$ cat src/rtl/if_fetch_ctrl_if.sv
// Instruction-memory request bus: fetch side is master, memory side is slave.
// A beat transfers when mem_req & mem_ready; req/addr hold steady until then.
interface if_fetch_ctrl_if #(
   parameter int ADDR_W  = 32,
   parameter int INSTR_W = 32
);
   logic               mem_req;
   logic [ADDR_W-1:0]  mem_addr;
   logic               mem_ready;
   logic [INSTR_W-1:0] mem_rdata;

   modport master (
      output mem_req,
      output mem_addr,
      input  mem_ready,
      input  mem_rdata
   );

   modport slave (
      input  mem_req,
      input  mem_addr,
      output mem_ready,
      output mem_rdata
   );
endinterface

$ cat src/rtl/if_fetch_ctrl.sv
// IF fetch sequencer: 1-cycle memory-to-IF/ID latency, stalls absorbed by a 1-entry skid, EXE branches redirect.
// Backpressure: mem_ready low holds req/addr; hazard_stall freezes outputs. FETCH_PERF_EN adds perf counters.
module if_fetch_ctrl #(
   parameter int                ADDR_W   = 32,
   parameter int                INSTR_W  = 32,
   parameter logic [ADDR_W-1:0] RESET_PC = '0
) (
   input  logic               clk,
   input  logic               rst,
   input  logic               hazard_stall,
   input  logic               branch_taken,
   input  logic [ADDR_W-1:0]  branch_addr,
   if_fetch_ctrl_if.master    mem,
   output logic               if_valid,
   output logic [INSTR_W-1:0] if_instr,
   output logic [ADDR_W-1:0]  if_pc
`ifdef FETCH_PERF_EN
   ,
   output logic [31:0]        perf_wait_cnt,
   output logic [31:0]        perf_flush_cnt
`endif
);

   typedef enum logic [1:0] {IDLE, REQ, HOLD, DRAIN} state_t;

   state_t             state;
   logic [ADDR_W-1:0]  fetch_addr;
   logic [ADDR_W-1:0]  next_addr;
   logic               skid_vld;
   logic [INSTR_W-1:0] skid_instr;
   logic [ADDR_W-1:0]  skid_pc;
   logic               xfer;

   assign xfer      = mem.mem_req & mem.mem_ready;
   assign next_addr = fetch_addr + 1'b1;

   always_ff @(posedge clk or negedge rst) begin
      if (!rst) begin
         state        <= IDLE;
         fetch_addr   <= RESET_PC;
         mem.mem_req  <= 1'b0;
         mem.mem_addr <= RESET_PC;
         if_valid     <= 1'b0;
         if_instr     <= '0;
         if_pc        <= '0;
         skid_vld     <= 1'b0;
         skid_instr   <= '0;
         skid_pc      <= '0;
      end else begin
         case (state)
            IDLE: begin
               state       <= REQ;
               mem.mem_req <= 1'b1;
               if (branch_taken) begin
                  fetch_addr   <= branch_addr;
                  mem.mem_addr <= branch_addr;
               end else begin
                  mem.mem_addr <= fetch_addr;
               end
            end

            REQ: begin
               if (branch_taken) begin
                  if_valid   <= 1'b0;
                  skid_vld   <= 1'b0;
                  fetch_addr <= branch_addr;
                  // An un-returned request must still complete at its old address.
                  if (xfer) mem.mem_addr <= branch_addr;
                  else      state        <= DRAIN;
               end else if (xfer) begin
                  fetch_addr   <= next_addr;
                  mem.mem_addr <= next_addr;
                  if (hazard_stall) begin
                     skid_vld    <= 1'b1;
                     skid_instr  <= mem.mem_rdata;
                     skid_pc     <= next_addr;
                     mem.mem_req <= 1'b0;
                     state       <= HOLD;
                  end else begin
                     if_instr <= mem.mem_rdata;
                     if_pc    <= next_addr;
                     if_valid <= 1'b1;
                  end
               end else if (!hazard_stall) begin
                  if_valid <= 1'b0;
               end
            end

            HOLD: begin
               if (branch_taken) begin
                  if_valid     <= 1'b0;
                  skid_vld     <= 1'b0;
                  fetch_addr   <= branch_addr;
                  mem.mem_addr <= branch_addr;
                  mem.mem_req  <= 1'b1;
                  state        <= REQ;
               end else if (!hazard_stall) begin
                  if_instr    <= skid_instr;
                  if_pc       <= skid_pc;
                  if_valid    <= skid_vld;
                  skid_vld    <= 1'b0;
                  mem.mem_req <= 1'b1;
                  state       <= REQ;
               end
            end

            DRAIN: begin
               if_valid <= 1'b0;
               skid_vld <= 1'b0;
               if (branch_taken) fetch_addr <= branch_addr;
               if (xfer) begin
                  state        <= REQ;
                  mem.mem_addr <= branch_taken ? branch_addr : fetch_addr;
               end
            end

            default: state <= IDLE;
         endcase
      end
   end

`ifdef FETCH_PERF_EN
   always_ff @(posedge clk or negedge rst) begin
      if (!rst) begin
         perf_wait_cnt  <= '0;
         perf_flush_cnt <= '0;
      end else begin
         if (mem.mem_req && !mem.mem_ready && perf_wait_cnt != 32'hFFFF_FFFF)
            perf_wait_cnt <= perf_wait_cnt + 32'd1;
         if (branch_taken && perf_flush_cnt != 32'hFFFF_FFFF)
            perf_flush_cnt <= perf_flush_cnt + 32'd1;
      end
   end
`endif

endmodule

$ cat src/flat_wrapper.sv
// flat-port wrapper written by rule: the top's interface ports become plain ports
module if_fetch_ctrl_flat 
#(
   parameter int                ADDR_W   = 32,
   parameter int                INSTR_W  = 32,
   parameter logic [ADDR_W-1:0] RESET_PC = '0
)
  (clk, rst, hazard_stall, branch_taken, branch_addr, if_valid, if_instr, if_pc, mem_mem_req, mem_mem_addr, mem_mem_ready, mem_mem_rdata);
  if_fetch_ctrl_if #(.ADDR_W(ADDR_W), .INSTR_W(INSTR_W)) mem_i ();
  input  logic clk;
  input  logic rst;
  input  logic hazard_stall;
  input  logic branch_taken;
  input  logic [ADDR_W-1:0] branch_addr;
  output logic if_valid;
  output logic [INSTR_W-1:0] if_instr;
  output logic [ADDR_W-1:0] if_pc;
  output wire logic [$bits(mem_i.mem_req)-1:0] mem_mem_req;
  output wire logic [$bits(mem_i.mem_addr)-1:0] mem_mem_addr;
  input wire logic [$bits(mem_i.mem_ready)-1:0] mem_mem_ready;
  input wire logic [$bits(mem_i.mem_rdata)-1:0] mem_mem_rdata;
  assign mem_mem_req = mem_i.mem_req;
  assign mem_mem_addr = mem_i.mem_addr;
  assign mem_i.mem_ready = mem_mem_ready;
  assign mem_i.mem_rdata = mem_mem_rdata;
  if_fetch_ctrl #(.ADDR_W(ADDR_W), .INSTR_W(INSTR_W), .RESET_PC(RESET_PC)) u_core (.clk(clk), .rst(rst), .hazard_stall(hazard_stall), .branch_taken(branch_taken), .branch_addr(branch_addr), .mem(mem_i), .if_valid(if_valid), .if_instr(if_instr), .if_pc(if_pc));
endmodule
$ cat config.mk
export PLATFORM = sky130hd
export DESIGN_NAME = if_fetch_ctrl_flat
export DESIGN_NICKNAME = d
export VERILOG_FILES = /design/src/rtl/if_fetch_ctrl_if.sv /design/src/rtl/if_fetch_ctrl.sv /design/src/flat_wrapper.sv
export SDC_FILE = /design/constraint.sdc
export NUM_CORES = 1
export LEC_CHECK = 0
export ABC_CLOCK_PERIOD_IN_PS = 6300
export BUFFER_PORTS_ARGS = -buffer_cell sky130_fd_sc_hd__buf_2
export CORE_MARGIN = 3
export CORE_UTILIZATION = 50
export CTS_CLUSTER_DIAMETER = 60
export CTS_CLUSTER_SIZE = 24
export DETAILED_ROUTE_END_ITERATION = 8
export PLACE_DENSITY_LB_ADDON = 0.05
export SLEW_MARGIN = 10
export SYNTH_ARGS = -nofsm -noshare
export SYNTH_HDL_FRONTEND = slang
export SYNTH_SLANG_ARGS = --single-unit
$ cat constraint.sdc
create_clock -name clk -period 6.3 [get_ports clk]
set_input_delay 1.26 -clock clk [delete_from_list [all_inputs] [get_ports clk]]
set_output_delay 1.26 -clock clk [all_outputs]
set_load 0.02 [all_outputs]
## Word-level counts from Yosys, hierarchy flattened

Index checks and enable logic that the tools add are counted.
Widths: inputs -> output; s select.

- Add/subtract/negate cells: 1
- Bitwise gates (word level): 2
- Div/mod/pow operators: 0
- Reductions and logical operators: 12
- Multiply operators: 0
- Shift-type cells: 0
- $lt $le $gt $ge: 0
- Equality and inequality tests: 16
- Mux-type cells: 46

Operator list:

| kind | number |
|---|---|
| $mux 32 | 17 |
| $pmux 32 s2 | 3 |
| $pmux 32 s4 | 1 |
| $add 32x1->32 const B | 1 |
| $mux 1 | 14 |
| $mux 2 | 7 |
| $ne 2x2->1 const B | 6 |
| $ne 3x3->1 const B | 4 |
| $reduce_and 5->1 | 2 |
| $pmux 1 s3 | 3 |
| $pmux 2 s4 | 1 |
| $reduce_and 4->1 | 2 |
| $reduce_and 3->1 | 2 |
| $reduce_and 6->1 | 1 |
| $reduce_bool 3->1 | 2 |
| $eq 2x2->1 const B | 2 |
| $ne 2x1->1 const B | 2 |
| $ne 3x2->1 const B | 1 |
| $reduce_or 3->1 | 1 |
| $eq 2x1->1 const B | 1 |
| $logic_not 2->1 | 1 |
| $reduce_bool 2->1 | 1 |
| $and 1x1->1 | 1 |
| $not 1->1 | 1 |

- Memory bits (writable): 0
- Memories: 0
- Input port bits: 69
- Word-level logic and storage cells: 87
- Bits in read-only memories: 0
- Flip-flop bits (word level): 197
- Latch bits: 0
- Output and inout port bits: 98

## Logic depth before layout (Yosys ltp)

Gate-level depths: netlist of run 1.

- Depth in word-level cells: 5
- Depth in mapped cells: 11

## Worst setup path after synthesis of run 1

No wires, ideal clock.

- Path kind: input -> register
- Start point: input port branch_taken
- End point: register u_core.mem.mem_addr[20]
- Path slack: 3.533 ns
- Stages on the path: 8
- Data arrival time: 2.621 ns
- Library setup time: 0.147 ns
- Path buffers: 3
- Cells stage by stage: clkbuf_1 -> nand2b_1 -> o21a_1 -> clkbuf_1 -> nand2_1 -> clkbuf_1 -> a2111oi_0 -> a311oi_1

- Cells in the longest elaborated chain, start to end: 3
- Elaborated cells on any way between the ends: 6
- Those cells by class: eq/ne: 1; mux: 4; reduce/logical: 1

Ends and longest elaborated chain:

| item | line | RTL |
|---|---|---|
| start, declared | flat_wrapper.sv:13 | `input logic branch_taken;` |
| $mux 32 | n/a |  |
| $mux 32 | if_fetch_ctrl.sv:111 | `if (xfer) begin` |
| $pmux 32 s4 | if_fetch_ctrl.sv:50 | `case (state)` |
| end signal, assigned | if_fetch_ctrl.sv:56 | `mem.mem_addr <= branch_addr;` |
| end signal, assigned | if_fetch_ctrl.sv:58 | `mem.mem_addr <= fetch_addr;` |
| end signal, assigned | if_fetch_ctrl.sv:113 | `mem.mem_addr <= branch_taken ? branch_addr : fetch_addr;` |
| end, declared | if_fetch_ctrl_if.sv:14 | `output mem_addr,` |

Parallel ways exist; a longest one is shown, timed or not. The select of a mux whose other input is x is not followed.
A chain may end at the register's enable or synchronous reset.

## Worst setup path in the final report of run 1

- Start point: input port branch_taken
- End point: register u_core.mem.mem_addr[25]

The elaborated chain is that of the path after synthesis.

==> impl_results.md, run 1 <==
- Status: finished, final reports clean
- WS Path Type: in -> reg
- Crit share post-route: 0.641
- Avg WL per Cell: 18.2 um
- Via count of the first global-routing pass: 8340
- Area Overhead vs Synth: 13.9%
- Setup violators final: 0
- CTS Buf Count: 17
- Final core occ: 0.591
- First-pass GRT wire length: 44.6 mm
- Multi-input gate area: 0.00493 mm2
- CTS Hold Buffers Added: 0
- Syn nets: 1221
- Dpl hpwl: 18.3 mm
- Antenna viol nets, final: 0
- Slew headroom: 0.249
- Row count: 51
- Most frequent cells in the layout: nand2_1, dfrtp_1, buf_2
- Root buf cell: clkbuf_16
- Total gr overflow: 0
- Pin count of the biggest net entering global routing: 108
- Clock power frac: 0.200
- Register area: 0.00493 mm2
- Yosys reg bits: 197
- Total track usage: 0.250
- Combinational Power Share: 0.410
- Final Worst Setup Slack: 2260 ps
- Setup crit end kind: flip-flop
- Number of library cell types mapped by synthesis: 62
- Setup Buffers After CTS: 0
- PD cells: 460 mW/mm2
- Final Max Tran Viols: 0
- Clock Skew: 11.7 ps
- Port bufs: 166
- Worst-case clock buffer depth: 2
- Later-pin clock latency in the skew report: 430 ps
- IO Pins: 167
- Initial antenna violation count: 0
- Syn Inst Count: 1146
- Final hold vios: 0
- Fill cell count: 1811
- DIE AREA: 0.0224 mm2
- Post-synth EDFFs: 0
- Ys flop type: dfrtp_1
- Synth async-reset ratio: 1.00
- Internal power: 3080 uW
- Fin crit period: 4040 ps
- Via count: 8633
- Avg Cell Area, Syn: 8.99 um2
- CTS tree: done
- Vias/cell: 5.69
- Cts repair resizes: 0
- Sw Ratio: 0.429
- NumNets Final: 1315
- Clk pin slew, worst setup/hold paths: 80 ps
- RSZ-0062 raised after global routing: no
- Die Width: 150 um
- Final WL: 27.7 mm
- Seq/Total Area, Yosys: 0.479
- Worst Path Max Fanout: 56
- DR pass1 iterations: 5
- Sw power: 2310 uW
- Share of layout cells above drive strength 1: 0.188
- Iteration-0 DRC Markers: 604
- Height of the die: 150 um
- Yosys warnings: 0
- Max cap viols: 0
- N_diodes: 0
- Max Clk Rate: 248 MHz
- Worst vdd ir: 197 uV
- Placeable Area: 0.0198 mm2
- Setup TNS: 0 ps
- Clk sinks: 197
- Placer Congestion: 0.831
- Power Total: 5400 uW
- Cell area after synthesis: 0.0103 mm2
- Commonest non-fill, non-tap cell in the layout: nand2_1
- Hold crit path type: reg -> reg
- Residual DRC: 0
- Crit path DAT: 4290 ps
- Starting Density: 0.519
- Worst slew pin tran: 1130 ps
- Seq pwr share: 0.390
- Post-Place Worst Slack: 1880 ps
- Req. time, crit path: 6550 ps
- Htree depth: 4
- Pleak: 0.00530 uW
- CP Launch Type: input pin
-- Yosys cell counts, types with 16 or more instances --
cell / count / area share
nor2_1: 58 / 0.021
a311oi_1: 17 / 0.014
dfrtp_1: 197 / 0.48
o21ai_0: 115 / 0.056
xor2_1: 18 / 0.015
a221oi_1: 17 / 0.014
buf_2: 16 / 0.0078
xnor2_1: 38 / 0.032
mux2i_1: 51 / 0.050
a21boi_0: 18 / 0.013
nor3_1: 16 / 0.0078
a21oi_1: 19 / 0.0092
nand2_1: 302 / 0.11
clkbuf_1: 74 / 0.027
-- state kept, by name, indices dropped and copies added (netlist names) --
register             cells
u_core.fetch_addr       32
u_core.if_instr         32
u_core.if_pc            32
u_core.if_valid          1
u_core.mem.mem_addr     32
u_core.mem.mem_req       1
u_core.skid_instr       32
u_core.skid_pc          32
u_core.skid_vld          1
u_core.state             2
-- power by group through the flow --
| stage | logic (uW) | registers [uW] | clock network [uW] |
|---|---|---|---|
| floorplan | 1200 | 2410 | 0 |
| global placement | 2180 | 2120 | 0 |
| detailed placement | 2230 | 2130 | 0 |
| CTS | 2230 | 2110 | 1100 |
| global route | 2460 | 2170 | 1150 |
| finish | 2210 | 2100 | 1080 |
-- routing by layer --
metal | vias to the layer above | share of wire | global-route usage
met5 | - | 0 | 0
met4 | 0 | 0.017 | 0.0696
met3 | 29 | 0.054 | 0.0409
met2 | 260 | 0.46 | 0.401
met1 | 4159 | 0.46 | 0.353
li1 | 4185 | - | -
-- critical path, cell delays in order --
cell and delay, ps:
buf_2 710, nand2b_1 220, o21a_2 140, buf_4 460, nand2_1 760, a2111oi_0 600
a311oi_1 90
-- final cells by class --
cell class                      count  share of cell area
Sequential cell                   197               0.420
Multi-Input combinational cell    836               0.420
Timing Repair Buffer              177              0.0786
Clock buffer                       18              0.0374
Tap cell                          265              0.0283
Clock inverter                     14              0.0116
Inverter                           11             0.00352
-- kinds of logic after synthesis --
kind of cell,after synthesis,share of synthesized area
simple gates,464,0.206
compound gates,256,0.161
flops,197,0.479
buf+inv,113,0.0466
xor+xnor,56,0.0476
mux,54,0.0528
fa+ha+maj,6,0.00729
-- path summary, 6_finish.rpt --
kind,from,end,cells past startpoint,slack [ps]
setup / recovery,branch_taken,u_core.mem.mem_addr[25]$_DFFE_PN0P_,7,2260
hold / removal,u_core.skid_pc[28]$_DFFE_PN0P_,u_core.skid_pc[28]$_DFFE_PN0P_,2,470
setup reg to reg,u_core.state[1]$_DFFE_PN0P_,u_core.if_pc[22]$_DFFE_PN0P_,7,2720
hold reg to reg,u_core.skid_pc[28]$_DFFE_PN0P_,u_core.skid_pc[28]$_DFFE_PN0P_,2,470
max in group asynchronous,rst,u_core.mem.mem_addr[7]$_DFFE_PN0P_,2,4160
min in group asynchronous,rst,u_core.if_instr[8]$_DFFE_PN0P_,1,920
-- per-stage QoR --
step                hold WS (ps)  cell area [um2]  instances
floorplan                    437            10300       1146
global placement             451            11200       1486
detailed placement           457            11200       1486
CTS                          474            11700       1518
global route                 490            11700       1518
finish                       471            11700       1518
Note: power is estimated with default switching activity, not from simulation.
==> run 2, diff against run 1 <==
Settings changed: ABC_CLOCK_PERIOD_IN_PS 6300 to 4100.
Clock period 6.3 ns to 4.1 ns, I/O delays scaled along.
==> run 2 against run 1 <==
Clock power up 60%. Critical path depth did not move. Total power up 55%. Worst hold slack got worse by 20 ps. Sequential share of layout area decreased by 0.47 points. Die area is the same. Count of clock-buffer cells in the layout decreased by 1. Sequential power grew 54%. Design area is 1.1% higher. Clock skew is 1.8 ps higher. Cell count up 0.66%. Register-to-register slack worse by 1700 ps.
==> impl_results.md, run 2 (synthesis gave the netlist of run 1 again) <==
- Placed Area: 0.0113 mm2
- Iteration-0 DRC Markers: 724
- PD cells: 707 mW/mm2
- Final Max Tran Viols: 0
- Starting Density: 0.519
- Req. time, crit path: 4440 ps
- Worst-case clock buffer depth: 2
- Register area: 0.00493 mm2
- Setup TNS: 0 ps
- Via count: 8671
- CTS Buf Count: 17
- Final Worst Setup Slack: 1020 ps
- Internal power: 4810 uW
- Final hold vios: 0
- Max Clk Rate: 325 MHz
- Dpl hpwl: 18.7 mm
- IO Pins: 167
- Slew headroom: 0.308
- First-pass GRT wire length: 45.5 mm
- Clk sinks: 197
- Setup violators final: 0
- Cts repair resizes: 0
- Htree depth: 4
- Vias/cell: 5.67
- Pin count of the biggest net entering global routing: 94
- Area Overhead vs Synth: 15.2%
- Hold crit path type: in -> async
- Commonest non-fill, non-tap cell in the layout: nand2_1
- CTS Hold Buffers Added: 0
- Port bufs: 166
- Placer Congestion: 0.816
- Hold Slack: 451 ps
- Post-route cell area: 0.0119 mm2
- Clock Skew: 13.5 ps
- Via count of the first global-routing pass: 8482
- Residual DRC: 0
- Share of layout cells above drive strength 1: 0.194
- Combinational Power Share: 0.408
- Placeable Area: 0.0198 mm2
- Max cap viols: 0
- Crit share post-route: 0.751
- Die Width: 150 um
- Multi-input gate area: 0.00493 mm2
- Sw power: 3580 uW
- Height of the die: 150 um
- Initial antenna violation count: 0
- Status: finished, final reports clean
- Clock power frac: 0.206
- Fin crit period: 3080 ps
- DIE AREA: 0.0224 mm2
- Post-Place Worst Slack: 922 ps
- Worst Path Max Fanout: 28
- CTS tree: done
- Pleak: 0.00537 uW
- NumNets Final: 1325
- Total track usage: 0.256
- Critical path origin: u_core.state[1]$_DFFE_PN0P_
- Total gr overflow: 0
- FF-to-FF Start: u_core.state[1]$_DFFE_PN0P_
- Antenna viol nets, final: 0
- Avg WL per Cell: 18.4 um
- DR pass1 iterations: 5
- Most frequent cells in the layout: nand2_1, dfrtp_1, buf_2
- Fill cell count: 1789
- Setup crit end kind: flip-flop
- Later-pin clock latency in the skew report: 440 ps
- Worst slew pin tran: 1030 ps
- Final WL: 28.1 mm
- CP Launch Type: flip-flop
- Sw Ratio: 0.427
- Row count: 51
- Seq pwr share: 0.386
- Worst vdd ir: 347 uV
- RSZ-0062 raised after global routing: no
- WS Path Type: reg -> reg
- N_diodes: 0
- Clk pin slew, worst setup/hold paths: 80 ps
- Root buf cell: clkbuf_16
- Crit path DAT: 3420 ps
- Setup Buffers After CTS: 0
-- run 2: final timing paths --
kind	endpoint	slack (ps)	cells past startpoint
setup reg to reg	u_core.if_pc[17]$_DFFE_PN0P_	1020	7
min in group clk	u_core.skid_pc[31]$_DFFE_PN0P_	480	2
max in group asynchronous	u_core.if_instr[15]$_DFFE_PN0P_	2840	2
hold / removal	u_core.if_instr[9]$_DFFE_PN0P_	450	1
hold reg to reg	u_core.skid_pc[31]$_DFFE_PN0P_	480	2
setup / recovery	u_core.if_pc[17]$_DFFE_PN0P_	1020	7
-- run 2: power by group through the flow --
stage	logic (uW)	clock network (uW)	registers (uW)
floorplan	1840	0	3700
global placement	3370	0	3250
detailed placement	3440	0	3280
CTS	3450	1750	3240
global route	3810	1840	3340
finish	3430	1730	3240
-- run 2: worst max-delay path: stages, from the launching register on --
cell,delay [ps]
dfrtp_1,440
inv_1,140
ha_1,610
and3_1,730
o21ai_4,120
buf_4,240
or2_2,440
o221ai_1,250
-- run 2: metrics by stage --
step	total power, uW	util	std cells
floorplan	5530	-	1146
global placement	6620	0.567	1496
detailed placement	6720	0.567	1496
CTS	8450	0.598	1528
global route	8980	0.598	1528
finish	8390	0.598	1528
-- run 2: layout make-up --
class	count	share of cell area
multi-input cells	836	0.415
well taps	265	0.0280
clock buffers	17	0.0359
clock inverters	15	0.0155
repair buffers	187	0.0862
flip-flops and latches	197	0.416
inverters	11	0.00348
-- run 2: layer usage --
metal,share of wire,track usage
met5,0,0
met4,0.016,0.0723
met3,0.059,0.0424
met2,0.46,0.403
met1,0.46,0.368
==> run 3, diff against run 2 <==
Settings changed: ABC_CLOCK_PERIOD_IN_PS 4100 to 2700.
Clock period 4.1 ns to 2.7 ns, I/O delays scaled along.
==> run 3 against run 2 <==
Die area stayed put. Register-to-register slack worse by 710 ps. Sequential power rose by 51%. First-iteration DRC count fell by 18%.
==> impl_results.md, run 3 (synthesis gave the netlist of run 1 again) <==
- WS Path Type: reg -> reg
- Seq pwr share: 0.378
- Post-Place Worst Slack: 310 ps
- Final Worst Setup Slack: 307 ps
- Area Overhead vs Synth: 17.2%
- Worst Path Max Fanout: 18
- Final hold vios: 0
- Iteration-0 DRC Markers: 593
- IO Pins: 167
- Status: finished, final reports clean
- PD cells: 1070 mW/mm2
- NumNets Final: 1349
- Final Non-Filler Cells: 1552
- Die Width: 150 um
- CTS tree: done
- Pleak: 0.00549 uW
- Root buf cell: clkbuf_16
- Total track usage: 0.251
- First-pass GRT wire length: 44.5 mm
- Cell family with most CP delay: simple AND/OR/NAND/NOR gates
- Dpl hpwl: 19.2 mm
- Hold crit path type: in -> async
- Port bufs: 166
- Crit share post-route: 0.886
- Clock Skew: 9.73 ps
- Placer Congestion: 0.855
- Antenna viol nets, final: 0
- Slowest stage delay, CP: 730 ps
- Critical path origin: u_core.fetch_addr[1]$_DFFE_PN0P_
- CTS Hold Buffers Added: 0
- Placeable Area: 0.0198 mm2
- Most frequent cells in the layout: nand2_1, dfrtp_1, buf_2
- Fin crit period: 2390 ps
- Crit path cell chain: ha_1, nand3_1, or4_4, o211a_1, a2111oi_0, a311oi_1
- Clock power frac: 0.200
- Max Clk Rate: 418 MHz
- Req. time, crit path: 3000 ps
- CP Launch Type: flip-flop
- Height of the die: 150 um
- CTS Buf Count: 17
- Worst slew pin tran: 682 ps
- Clk pin slew, worst setup/hold paths: 80 ps
- Starting Density: 0.519
- Slew headroom: 0.545
- Combinational Power Share: 0.422
- Via count: 8761
- FF-to-FF Start: u_core.fetch_addr[1]$_DFFE_PN0P_
- Internal power: 7510 uW
- Worst path bufs/invs: 0
- Share of layout cells above drive strength 1: 0.209
- RSZ-0062 raised after global routing: no
- Worst path slowest cell: or4_4
- N_diodes: 0
- Setup TNS: 0 ps
- Sw power: 5400 uW
- Max cap viols: 0
- Avg WL per Cell: 17.8 um
- DIE AREA: 0.0224 mm2
- Htree depth: 4
- Sw Ratio: 0.418
- Final core occ: 0.608
- Crit path DAT: 2690 ps
- Total gr overflow: 0
- Post-route cell area: 0.0121 mm2
- Placed Area: 0.0115 mm2
- DR pass1 iterations: 5
- Later-pin clock latency in the skew report: 430 ps
- Commonest non-fill, non-tap cell in the layout: nand2_1
- Cts repair resizes: 0
- Row count: 51
- Worst vdd ir: 614 uV
- Via count of the first global-routing pass: 8355
- Final WL: 27.6 mm
- Setup crit end kind: flip-flop
- Setup Buffers After CTS: 0
- Worst-case clock buffer depth: 2
- Residual DRC: 0
- Final Max Tran Viols: 0
- Clk sinks: 197
- Placed Instances: 1520
- Initial antenna violation count: 0
- Vias/cell: 5.64
- Pin count of the biggest net entering global routing: 79
- Setup violators final: 0
[run 3: power groups by stage]
stage | clock [uW] | sequential [uW] | combinational [uW]
6_report | 2580 | 4880 | 5450
5_1_grt | 2750 | 5030 | 6010
4_1_cts | 2630 | 4880 | 5490
3_5_place_dp | 0 | 4940 | 5460
3_3_place_gp | 0 | 4910 | 5390
2_1_floorplan | 0 | 5610 | 2790
[run 3: per-layer routing]
layer  track usage  up-vias  part of all wire
li1              -     4235                 -
met1         0.361     4213              0.47
met2         0.394      280              0.46
met3        0.0436       33             0.058
met4        0.0677        0             0.017
met5             0        -                 0
[run 3: final cells by class]
type,instances,area (um2)
fillers,1814,7770
flip-flops and latches,197,4930
multi-input cells,836,4930
repair buffers,211,1250
clock buffers,19,453
well taps,265,332
clock inverters,13,138
inverters,11,41.3
[run 3: worst paths after layout]
check                                                 endpoint  slack [ps]  cells past startpoint
setup / recovery           u_core.mem.mem_addr[18]$_DFFE_PN0P_         310                      6
hold / removal                  u_core.if_instr[7]$_DFFE_PN0P_          60                      1
setup reg to reg           u_core.mem.mem_addr[18]$_DFFE_PN0P_         310                      6
hold reg to reg                 u_core.skid_pc[28]$_DFFE_PN0P_         470                      2
max in group asynchronous  u_core.mem.mem_addr[16]$_DFFE_PN0P_        1980                      2
min in group clk             u_core.skid_instr[24]$_DFFE_PN0P_         310                      3
[run 3: through the flow]
step | hold WS (ps) | total power (uW)
final | 64.0 | 12900
after global routing | 81.9 | 13800
after CTS | 80.2 | 13000
after detailed placement | 459 | 10400
after global placement | 455 | 10300
after floorplan | 244 | 8400
[run 3: worst register-to-register path, delay by kind of cell, from the launching register on]
| family | cells | cell delay (ps) |
|---|---|---|
| DFF | 1 | 410 |
| and+or+nand+nor | 2 | 860 |
| AOI/OAI and AO/OA | 3 | 760 |
| adders and majority gates | 1 | 230 |
